--- src/rtl/cam_tx_pkg.sv ---
// rtl/cam_tx_pkg.sv - shared states, pattern codes and bar colours for cam_pattern_tx
package cam_tx_pkg;

   typedef enum logic [2:0] {
      ST_IDLE,
      ST_VSYNC,
      ST_VBP,
      ST_ACTIVE,
      ST_VFP
   } tx_state_t;

   localparam logic [1:0] PAT_BARS    = 2'd0;
   localparam logic [1:0] PAT_RAMP    = 2'd1;
   localparam logic [1:0] PAT_COUNT   = 2'd2;
   localparam logic [1:0] PAT_CHECKER = 2'd3;

   localparam logic [11:0] BAR_0 = 12'hFFF;
   localparam logic [11:0] BAR_1 = 12'hFF0;
   localparam logic [11:0] BAR_2 = 12'h0FF;
   localparam logic [11:0] BAR_3 = 12'h0F0;
   localparam logic [11:0] BAR_4 = 12'hF0F;
   localparam logic [11:0] BAR_5 = 12'hF00;
   localparam logic [11:0] BAR_6 = 12'h00F;
   localparam logic [11:0] BAR_7 = 12'h000;

   function automatic logic [11:0] bar_rgb(input logic [2:0] idx);
      case (idx)
         3'd0:    return BAR_0;
         3'd1:    return BAR_1;
         3'd2:    return BAR_2;
         3'd3:    return BAR_3;
         3'd4:    return BAR_4;
         3'd5:    return BAR_5;
         3'd6:    return BAR_6;
         default: return BAR_7;
      endcase
   endfunction

endpackage

--- src/rtl/cam_tx_pattern_gen.sv ---
// rtl/cam_tx_pattern_gen.sv - combinational RGB444 colour for one pixel position
module cam_tx_pattern_gen
   import cam_tx_pkg::*;
#(
   parameter int ACT_W     = 640,
   parameter int CHK_SHIFT = 5
)
(
   input  logic [15:0] x,
   input  logic [15:0] y,
   input  logic [3:0]  frame_cnt,
   input  logic [1:0]  pattern,
   output logic [11:0] rgb
);

   logic [2:0] bar;
   logic       chk_on;

   always_comb begin
      bar    = 3'(x / 16'(ACT_W / 8));
      chk_on = |(((x >> CHK_SHIFT) ^ (y >> CHK_SHIFT)) & 16'h0001);
      rgb    = 12'h000;
      case (pattern)
         PAT_BARS:  rgb = bar_rgb(bar);
         PAT_RAMP:  rgb = {3{x[3:0]}};
         PAT_COUNT: rgb = {3{frame_cnt}};
         default:   rgb = chk_on ? 12'hFFF : 12'h000;
      endcase
   end

endmodule

--- src/rtl/cam_pattern_tx.sv ---
// rtl/cam_pattern_tx.sv - OV7670-style RGB444 test pattern byte stream with href/vsync framing
module cam_pattern_tx
   import cam_tx_pkg::*;
#(
   parameter int ACT_W       = 640,
   parameter int ACT_H       = 480,
   parameter int HBLANK      = 144,
   parameter int VSYNC_LINES = 3,
   parameter int VBP_LINES   = 17,
   parameter int VFP_LINES   = 10,
   parameter int CHK_SHIFT   = 5
)
(
   input  logic       i_clk,
   input  logic       i_rst,
   input  logic       i_pclk_en,
   input  logic       i_run,
   input  logic [1:0] i_pattern,
   output logic [7:0] o_pix_byte,
   output logic       o_href,
   output logic       o_vsync,
   output logic       o_frame_done,
   output logic       o_busy
);

   localparam int L   = 2 * ACT_W + HBLANK;
   localparam int H_W = $clog2(L);
   localparam int V_W = $clog2(VSYNC_LINES + VBP_LINES + ACT_H + VFP_LINES + 1);

   tx_state_t        state, state_nxt;
   logic [H_W-1:0]   h_cnt, h_nxt;
   logic [V_W-1:0]   v_cnt, v_nxt;
   logic [7:0]       frame_cnt;
   logic [1:0]       pat_lat;
   logic             slot_last, line_last, frame_end;
   logic             href_nxt, pat_load;
   logic [7:0]       byte_nxt;
   logic [11:0]      rgb;

   always_comb begin
      slot_last = (h_cnt == H_W'(L - 1));
      line_last = 1'b0;
      case (state)
         ST_VSYNC:  line_last = (v_cnt == V_W'(VSYNC_LINES - 1));
         ST_VBP:    line_last = (v_cnt == V_W'(VBP_LINES - 1));
         ST_ACTIVE: line_last = (v_cnt == V_W'(ACT_H - 1));
         ST_VFP:    line_last = (v_cnt == V_W'(VFP_LINES - 1));
         default:   line_last = 1'b0;
      endcase
   end

   // Pure next-slot logic; the pixel enable gates the commit in the register process.
   always_comb begin
      state_nxt = state;
      h_nxt     = h_cnt;
      v_nxt     = v_cnt;
      frame_end = 1'b0;
      if (state == ST_IDLE) begin
         if (i_run) begin
            state_nxt = ST_VSYNC;
            h_nxt     = '0;
            v_nxt     = '0;
         end
      end else if (slot_last) begin
         h_nxt = '0;
         v_nxt = line_last ? '0 : v_cnt + 1'b1;
         if (line_last) begin
            case (state)
               ST_VSYNC:  state_nxt = ST_VBP;
               ST_VBP:    state_nxt = ST_ACTIVE;
               ST_ACTIVE: state_nxt = ST_VFP;
               default: begin
                  frame_end = 1'b1;
                  state_nxt = i_run ? ST_VSYNC : ST_IDLE;
               end
            endcase
         end
      end else begin
         h_nxt = h_cnt + 1'b1;
      end
   end

   cam_tx_pattern_gen #(
      .ACT_W     (ACT_W),
      .CHK_SHIFT (CHK_SHIFT)
   ) u_pattern_gen (
      .x         (16'(h_nxt >> 1)),
      .y         (16'(v_nxt)),
      .frame_cnt (frame_cnt[3:0]),
      .pattern   (pat_lat),
      .rgb       (rgb)
   );

   // Outputs are computed for the slot being entered so they appear on the same edge as the state.
   always_comb begin
      href_nxt = (state_nxt == ST_ACTIVE) && (h_nxt < H_W'(2 * ACT_W));
      byte_nxt = 8'h00;
      if (href_nxt)
         byte_nxt = h_nxt[0] ? rgb[7:0] : {4'h0, rgb[11:8]};
      pat_load = (state_nxt == ST_VSYNC) && (state != ST_VSYNC);
   end

   always_ff @(posedge i_clk) begin
      if (i_rst) begin
         state        <= ST_IDLE;
         h_cnt        <= '0;
         v_cnt        <= '0;
         frame_cnt    <= 8'd0;
         pat_lat      <= 2'd0;
         o_pix_byte   <= 8'h00;
         o_href       <= 1'b0;
         o_vsync      <= 1'b0;
         o_frame_done <= 1'b0;
         o_busy       <= 1'b0;
      end else begin
         o_frame_done <= 1'b0;
         if (i_pclk_en) begin
            state        <= state_nxt;
            h_cnt        <= h_nxt;
            v_cnt        <= v_nxt;
            o_pix_byte   <= byte_nxt;
            o_href       <= href_nxt;
            o_vsync      <= (state_nxt == ST_VSYNC);
            o_busy       <= (state_nxt != ST_IDLE);
            o_frame_done <= frame_end;
            if (frame_end)
               frame_cnt <= frame_cnt + 1'b1;
            if (pat_load)
               pat_lat <= i_pattern;
         end
      end
   end

endmodule

--- config.mk ---
export PLATFORM = sky130hd
export DESIGN_NAME = cam_pattern_tx
export DESIGN_NICKNAME = d
export VERILOG_FILES = /design/src/rtl/cam_tx_pkg.sv /design/src/rtl/cam_tx_pattern_gen.sv /design/src/rtl/cam_pattern_tx.sv
export SDC_FILE = /design/constraint.sdc
export NUM_CORES = 1
export LEC_CHECK = 0
export ABC_AREA = 1
export BUFFER_PORTS_ARGS = -buffer_cell sky130_fd_sc_hd__clkbuf_2
export CORE_ASPECT_RATIO = 0.5
export CORE_MARGIN = 1.5
export CORE_UTILIZATION = 35
export DETAILED_ROUTE_END_ITERATION = 6
export GPL_TIMING_DRIVEN = 0
export HOLD_SLACK_MARGIN = 0.05
export PLACE_DENSITY = 0.55
export SYNTH_ARGS = -nofsm -noshare
export SYNTH_HDL_FRONTEND = slang
export SYNTH_HIERARCHICAL = 1
export SYNTH_SLANG_ARGS = --single-unit
--- constraint.sdc ---
create_clock -name i_clk -period 9.1 [get_ports i_clk]
set_clock_uncertainty 0.2 [all_clocks]
set_input_delay 1.365 -clock i_clk [delete_from_list [all_inputs] [get_ports i_clk]]
set_output_delay 1.365 -clock i_clk [all_outputs]
set_load 0.005 [all_outputs]
==> results of run 1 <==
## cell type report
type / count / area [um^2]
fillers: 1101 / 5590
repair buffers: 16 / 80.08
clock buffers: 6 / 138.9
flip-flops and latches: 41 / 820.8
multi-input cells: 465 / 2374
clock inverters: 2 / 37.54
well taps: 135 / 168.9
plain buffers: 14 / 62.56
inverters: 113 / 424.2
## logic make-up after synthesis
kind of cell,share of synthesized area [%]
other,0.1043
and+or+nand+nor,42.81
buffers and inverters,13.54
AOI/OAI and AO/OA,19.18
xor gates and xnor gates,0.4874
DFF,22.83
adders and majority gates,1.044
## metal layers
| layer | up-vias | global-route usage [%] |
|---|---|---|
| li1 | 2076 | - |
| met1 | 1767 | 26.28 |
| met2 | 90 | 29.96 |
| met3 | 9 | 3.091 |
| met4 | 0 | 4.265 |
| met5 | - | 0 |
## Yosys cell counts, types with 3 or more instances
cell,instances,area [um^2]
inv_2,13,48.80
o21ai_1,8,40.04
clkbuf_1,11,41.29
dfxtp_1,41,820.8
o22ai_1,3,18.77
nand2_4,3,33.78
nand2_2,26,162.7
nand2_1,139,521.8
nor2_4,3,33.78
inv_1,98,367.9
o21ai_0,51,255.2
nor2_1,24,90.09
nand4_1,24,150.1
nand3_1,70,350.3
o2111ai_1,3,26.28
ha_1,3,37.54
a21oi_1,41,205.2
nor3_1,7,35.03
nand3_2,11,110.1
## flip-flops by register name (all words and copies together) (netlist names)
register,flops
o_pix_byte,8
o_href,1
frame_cnt,4
pat_lat,2
o_vsync,1
state,3
o_frame_done,1
o_busy,1
h_cnt,11
v_cnt,9
## final timing paths
| path | from | end | slack, ps | cells after the start |
|---|---|---|---|---|
| setup / recovery | i_run | o_pix_byte[2] | 4690 | 24 |
| hold / removal | o_pix_byte[3] | o_pix_byte[3] | 260 | 2 |
| setup reg to reg | h_cnt[0] | o_pix_byte[2] | 4760 | 26 |
| hold reg to reg | o_pix_byte[3] | o_pix_byte[3] | 260 | 2 |
## where the power goes
part	leakage [uW]	switching, uW	internal (uW)
sequential	0.000336	12.2	189
combinational	0.00157	255	133
clock	0.0000831	78.5	137
total	0.00199	345	459
## cells in the final DEF, fill, tap and decap left out, drive strengths merged, types with 2 or more instances in the layout
cell type	synthesis	routed
o21ai	61	61
clkinv	2	2
o31ai	2	2
nand4	24	24
o22ai	3	3
nand3	81	81
buf	3	3
clkbuf	11	33
conb	1	24
o2111ai	3	3
nand2	168	168
o211ai	2	2
dfxtp	41	41
ha	3	3
inv	111	111
nor3	9	9
a21oi	45	45
nor2	29	29
## stage by stage
step | setup WS [ps] | util (%)
floorplan | 5277 | -
global placement | 4427 | 40.53
detailed placement | 4394 | 40.53
CTS | 4692 | 42.35
global route | 4278 | 42.35
finish | 4693 | 42.35
## worst max-delay path, stage by stage
cell,delay (ps)
clkbuf_2,110
nor2_1,480
nand2_1,90
o21ai_1,310
nand3_2,200
nand2_2,130
inv_1,60
nand3_1,90
nand2_2,80
inv_2,70
nand2_4,60
nand3_1,90
nand3_2,90
nand2_2,110
nand2_2,60
nand2_1,100
nand3_1,90
nand2_1,80
nand3_1,140
nand3_1,110
inv_1,40
o21ai_0,200
nand4_1,120
a21oi_1,140
==> flow_summary.yaml, run 1 <==
outcome:
  status: "finished, final reports clean"
floorplan:
  row_count: 25
  coreArea_mm2: 0.009697
  start_util_pct: 37.07
  die_area_mm2: 0.01092
  ios: 18
  die_w_um: 146.3
  die_height_um: 74.66
logic_synthesis:
  synth-seq-cells: 41
  seq_area_frac_synth_pct: 22.83
  synth_area_mm2: 0.003595
  synthCells: 610
  synth.avg_cell_area_um2: 5.893
  synth_flop_cell: "dfxtp_1"
  async_flop_share_pct: 0
  ys_warn_count: 6
  synth_edf_count: 0
  synth_cell_type_count: 41
clock_network:
  clkTransAtPathRegs_ps: 60
  cts_sinks: 41
  root_buffer: "clkbuf_16"
  ctsHoldBuffers: 0
  numCtsBuffers: 5
  clock_latency_ps: 290
  clockBufferDepth: 2
  htreeDepth: 2
  post_cts_buffers: 0
  cts_tree: "done"
  cts_resized: 0
global_routing:
  grt_pass1_vias: 3364
  track_usage_pct: 18.55
  grt_pass1_wl_mm: 16.20
  antenna_found_initial: 0
  grt_max_degree: 14
  gr-total-overflow: 0
route:
  met2WireLength_mm: 4.111
  top_layer: "met4"
  vias: 3942
  drt_iter0_markers: 249
  wl_per_cell_um: 12.36
  m1WireLength_mm: 5.131
  postRouteWirelength_mm: 9.791
  detail-route-antenna-nets: 0
  drc: 0
  dr.pass1.iters: 6
  met3WireLength_um: 454
  vias_per_cell: 4.977
sta:
  finalHoldWorstSlack_ps: 263.9
  finalHoldViolCount: 0
  finalCriticalPeriod_ps: 4407
  rsz0062_at_grt: "false"
  maxSlewHeadroom_pct: 55.08
  setup_tns_ps: 0
  drv_slew: 0
  setup_viol: 0
  period_share_pct: 48.43
  fmax_mhz: 226.9
  worstMarginPinSlew_ps: 666.7
placement:
  dp.cells: 784
  io_buffers: 16
  routabilityCongestion: 0.8801
  placed_area_mm2: 0.003930
  dp_hpwl_mm: 7.479
cells_and_area:
  design_area_mm2: 0.004106
  nNetsFinal: 665
  instances_no_fill: 792
  antenna_cells: 0
  syn_to_final_growth_pct: 14.24
  drive_gt1_share_pct: 14.31
critical_path:
  setup.worst_path.class: "in2reg"
  critPathMaxFanout: 6
  cp-end-kind: "flop"
  arrival_ps: 4430
  critPathLaunchType: "primary input"
  worstPathRequired_ps: 9120
pwr:
  powerDensity_mw_per_mm2: 195.9
  peakVddDrop_v: 0.00008020
  total_leakage_power_uw: 0.001989
  finalPower_uw: 804.5
run:
  drv_cap: 0
min_path:
  hold_class: "reg2reg"
No activity file was read; power rests on OpenSTA's default activity.
==> run 2, diff against run 1 <==
clock period = 4.4 ns   (was 9.1 ns; I/O delays follow)
==> flow_summary.yaml, run 2 (synthesis gave the netlist of run 1 again) <==
outcome:
  status: "finished, final reports clean"
sta:
  period_share_pct: 88.58
  setup_tns_ps: 0
  fmax_mhz: 256.6
  rsz0062_at_grt: "false"
  finalHoldWorstSlack_ps: 263.9
  finalHoldViolCount: 0
  maxSlewHeadroom_pct: 56.57
  finalCriticalPeriod_ps: 3897
  setup_viol: 0
  drv_slew: 0
  worstMarginPinSlew_ps: 644.7
cells_and_area:
  drive_gt1_share_pct: 14.92
  layout_commonest_cell: "nand2_1"
  syn_to_final_growth_pct: 14.72
  instances_no_fill: 792
  fillers: 1105
  top_regs: "h_cnt: 11 flops, v_cnt: 9 flops, o_pix_byte: 8 flops"
  top_register: "h_cnt"
  nNetsFinal: 665
  largest_reg_flops: 11
  antenna_cells: 0
  mostFrequentLayoutCells: "nand2_1, inv_1, nand3_1, o21ai_0, a21oi_1"
global_routing:
  antenna_found_initial: 0
  grt_pass1_wl_mm: 16.20
  grt_pass1_vias: 3364
  track_usage_pct: 18.55
  gr-total-overflow: 0
  grt_max_degree: 14
pwr:
  total_leakage_power_uw: 0.001994
  peakVddDrop_v: 0.0001656
  finalPower_uw: 1663
  powerDensity_mw_per_mm2: 403.3
placement:
  dp_hpwl_mm: 7.479
  dp.cells: 784
  io_buffers: 16
  routabilityCongestion: 0.8801
route:
  m1WireLength_mm: 5.006
  wl_per_cell_um: 12.31
  met2WireLength_mm: 4.148
  detail-route-antenna-nets: 0
  met3WireLength_um: 498
  postRouteWirelength_mm: 9.747
  dr.pass1.iters: 5
  drt_iter0_markers: 250
  vias: 3938
  vias_per_cell: 4.972
  drc: 0
  top_layer: "met4"
floorplan:
  start_util_pct: 37.07
  coreArea_mm2: 0.009697
  die_w_um: 146.3
  ios: 18
  row_count: 25
  die_height_um: 74.66
  die_area_mm2: 0.01092
clock_network:
  cts_tree: "done"
  htreeDepth: 2
  clockBufferDepth: 2
  clock_latency_ps: 290
  clkTransAtPathRegs_ps: 60
  cts_sinks: 41
  root_buffer: "clkbuf_16"
  ctsHoldBuffers: 0
  numCtsBuffers: 5
  post_cts_buffers: 0
  cts_resized: 0
critical_path:
  setup.worst_path.class: "reg2reg"
  critPathMaxFanout: 8
  cp-end-kind: "flop"
  critPathLaunchType: "flop"
  worstPathRequired_ps: 4420
  arrival_ps: 3920
run:
  drv_cap: 0
min_path:
  hold_class: "reg2reg"
## run 2: worst paths after layout
kind / to / slack (ps) / startpoint / cells after the start
hold reg to reg: o_pix_byte[3] / 260 / o_pix_byte[3] / 2
setup reg to reg: o_pix_byte[2] / 500 / h_cnt[0] / 24
hold / removal: o_pix_byte[3] / 260 / o_pix_byte[3] / 2
setup / recovery: o_pix_byte[2] / 500 / h_cnt[0] / 24
## run 2: critical path, cell delays in order, from the launching register on
cell	delay, ps
dfxtp_2	380
ha_1	290
nand3_1	210
inv_1	110
nand2_2	180
nand2_2	190
o21ai_4	290
nand3_2	150
nand2_2	120
inv_1	60
nand3_1	90
nand2_2	80
o21ai_0	310
inv_2	100
nand2_2	90
nand2_1	50
nand2_1	60
clkinv_1	50
nand2_1	70
nand3_1	140
nand3_1	110
inv_1	40
o21ai_0	200
nand4_1	120
a21oi_1	140
## run 2: area by class of cell
cell class                      instances  area, um^2  area share (%)
Multi-Input combinational cell        465        2390           57.95
Sequential cell                        41       822.0           19.93
Inverter                              113       424.2           10.29
Tap cell                              135       168.9           4.096
Clock buffer                            6       138.9           3.368
Timing Repair Buffer                   16       80.08           1.942
Buffer                                 14       62.56           1.517
Clock inverter                          2       37.54          0.9102
## run 2: metal layers
layer / vias to the layer above / track usage [%]
met3: 9 / 3.091
met1: 1769 / 26.28
met2: 83 / 29.96
met4: 0 / 4.265
li1: 2077 / -
met5: - / 0
## run 2: stage by stage
stage	utilization [%]	worst slack [ps]	instance area, um^2
2_1_floorplan	-	1024	3681
3_3_place_gp	40.53	159.1	3930
3_5_place_dp	40.53	145.9	3930
4_1_cts	42.35	110.3	4106
5_1_grt	42.53	85.81	4124
6_report	42.53	502.5	4124
## run 2: where the power goes
part	leakage (uW)	internal (uW)	switching (uW)
Combinational	0.00157	276	526
Sequential	0.000336	391	25.0
Clock	0.0000831	283	162
Total	0.00199	950	713
==> run 3, diff against run 2 <==
PLACE_DENSITY = 0.56   (was 0.55)
SYNTH_HIERARCHICAL = unset   (was 1)
==> flow_summary.yaml, run 3 <==
route:
  vias_per_cell: 4.895
  wl_per_cell_um: 12.94
  detail-route-antenna-nets: 0
  drc: 0
  drt_iter0_markers: 157
  vias: 2717
  postRouteWirelength_mm: 7.181
  dr.pass1.iters: 4
clock_network:
  clock_latency_ps: 280
  htreeDepth: 2
  cts_resized: 0
  clockBufferDepth: 2
  clkTransAtPathRegs_ps: 60
  cts_sinks: 41
  post_cts_buffers: 0
  ctsHoldBuffers: 0
  root_buffer: "clkbuf_16"
  numCtsBuffers: 5
  cts_tree: "done"
logic_synthesis:
  async_flop_share_pct: 0
  synthCells: 436
  synth-seq-cells: 41
  synth.most_common_cell: "nand2_1"
  synth_cell_type_count: 33
  netlist_top_cells_count: "nand2_1, inv_1, dfxtp_1"
  synthTopCellsByArea: "dfxtp_1, nand2_1, inv_1"
  seq_area_frac_synth_pct: 30.33
  synth_area_mm2: 0.002706
  synth.top_cell.area_share_pct: 30.33
  synth_fp_nets: 445
  synth.avg_cell_area_um2: 6.207
  synth_flop_cell: "dfxtp_1"
  synth_edf_count: 0
  yosysTopAreaCell: "dfxtp_1"
  ys_warn_count: 0
critical_path:
  setup.worst_path.class: "reg2reg"
  worstPathRequired_ps: 4410
  cp-end-kind: "flop"
  arrival_ps: 2930
  critPathLaunchType: "flop"
  critPathMaxFanout: 8
cells_and_area:
  drive_gt1_share_pct: 11.76
  layout_commonest_cell: "nand2_1"
  largest_reg_flops: 11
  nNetsFinal: 468
  mostFrequentLayoutCells: "nand2_1, inv_1, dfxtp_1, nand3_1, a21oi_1"
  top_regs: "h_cnt: 11 flops, v_cnt: 9 flops, o_pix_byte: 8 flops"
  top_register: "h_cnt"
  syn_to_final_growth_pct: 13.31
  fillers: 830
  antenna_cells: 0
floorplan:
  die_w_um: 127.4
  start_util_pct: 36.55
  ios: 18
  die_height_um: 65.18
  die_area_mm2: 0.008301
  row_count: 22
  coreArea_mm2: 0.007405
placement:
  io_buffers: 16
  post-place-ws_ps: 1526
  routabilityCongestion: 0.8508
  dp_hpwl_mm: 5.437
global_routing:
  grt_pass1_vias: 2473
  grt_max_degree: 13
  antenna_found_initial: 0
  grt_pass1_wl_mm: 12.19
  gr-total-overflow: 0
  track_usage_pct: 18.74
pwr:
  seqPwrFrac_pct: 41.9
  internal_power_uw: 684.5
  pwr-share-comb_pct: 14.1
  switchingPower_uw: 251.3
  peakVddDrop_v: 0.0001735
  total_leakage_power_uw: 0.001272
  p_clk_share_pct: 44.0
  powerDensity_mw_per_mm2: 305.2
  p_sw_share_pct: 26.86
sta:
  fmax_mhz: 343.1
  finalHoldWorstSlack_ps: 263.3
  setup_viol: 0
  finalHoldViolCount: 0
  period_share_pct: 66.23
  rsz0062_at_grt: "false"
  worstMarginPinSlew_ps: 654.3
  finalCriticalPeriod_ps: 2914
  maxSlewHeadroom_pct: 55.98
  fin_ws_ps: 1486
  setup_tns_ps: 0
  drv_slew: 0
min_path:
  hold_class: "reg2reg"
outcome:
  status: "finished, final reports clean"
run:
  drv_cap: 0
## run 3: changes by cell type after synthesis, moves of 8 or more
cell     delta
nand2_2    -22
nor2_1      +8
nand3_1    -33
inv_2       -8
nand3_2     -8
o21ai_0    -29
inv_1      -44
nand4_1    -19
nand2_1    -16
## run 3: final cells by class
class                   instances  area (um^2)  share of cell area (%)
plain buffers                  12        47.55                   1.550
clock buffers                   5        125.1                   4.080
multi-input cells             324         1617                   52.71
clock inverters                 2        35.03                   1.142
inverters                      59        221.5                   7.222
well taps                      96        120.1                   3.917
repair buffers                 16        80.08                   2.611
flip-flops and latches         41        820.8                   26.76
## run 3: through the flow
step | power [uW] | cell area [um^2] | utilization, % | std cells
global placement | 532.2 | 2907 | 39.25 | 548
finish | 935.8 | 3067 | 41.42 | 555
detailed placement | 531.6 | 2907 | 39.25 | 548
CTS | 946.6 | 3067 | 41.42 | 555
floorplan | 494.3 | 2706 | - | 436
global route | 986.6 | 3067 | 41.42 | 555
## run 3: cell families after synthesis
kind of cell	count (synthesis)	synth area share, %
buf+inv	71	9.940
flops	41	30.33
fa+ha+maj	3	1.387
xor+xnor	8	2.589
simple gates	231	38.56
compound gates	82	17.20
## run 3: final timing paths
path | start | endpoint | slack, ps | depth (start not counted)
max | h_cnt[0] | o_pix_byte[3] | 1490 | 15
min reg2reg | o_pix_byte[4] | o_pix_byte[4] | 260 | 2
max reg2reg | h_cnt[0] | o_pix_byte[3] | 1490 | 15
min | o_pix_byte[4] | o_pix_byte[4] | 260 | 2
## run 3: layer usage
| layer | wire, um | global-route usage [%] | vias to the layer above |
|---|---|---|---|
| met3 | 307 | 3.990 | 2 |
| met1 | 3809 | 26.72 | 1217 |
| met2 | 3030 | 29.39 | 35 |
| li1 | - | - | 1463 |
| met5 | 0 | 0 | - |
| met4 | 33 | 3.409 | 0 |
## run 3: critical path, cell delays in order, from the launching register on
cell     delay, ps
dfxtp_1        400
ha_1           220
nand2_1        120
nor2_4         180
nand2_1         70
nor3_1         380
nand4_2        230
o21ai_2        230
nand2_1         70
nor2_1         130
nand2_2        110
nor2_4         200
nand2_1         90
inv_1           50
nand2_1         60
a21oi_2        110
## run 3: power groups by stage
| stage | Sequential, uW | Clock, uW | Combinational, uW |
|---|---|---|---|
| after floorplan | 398 | 0 | 96.6 |
| after detailed placement | 400 | 0 | 131 |
| final | 392 | 412 | 132 |
| after CTS | 392 | 422 | 132 |
| after global placement | 400 | 0 | 132 |
| after global routing | 393 | 441 | 152 |
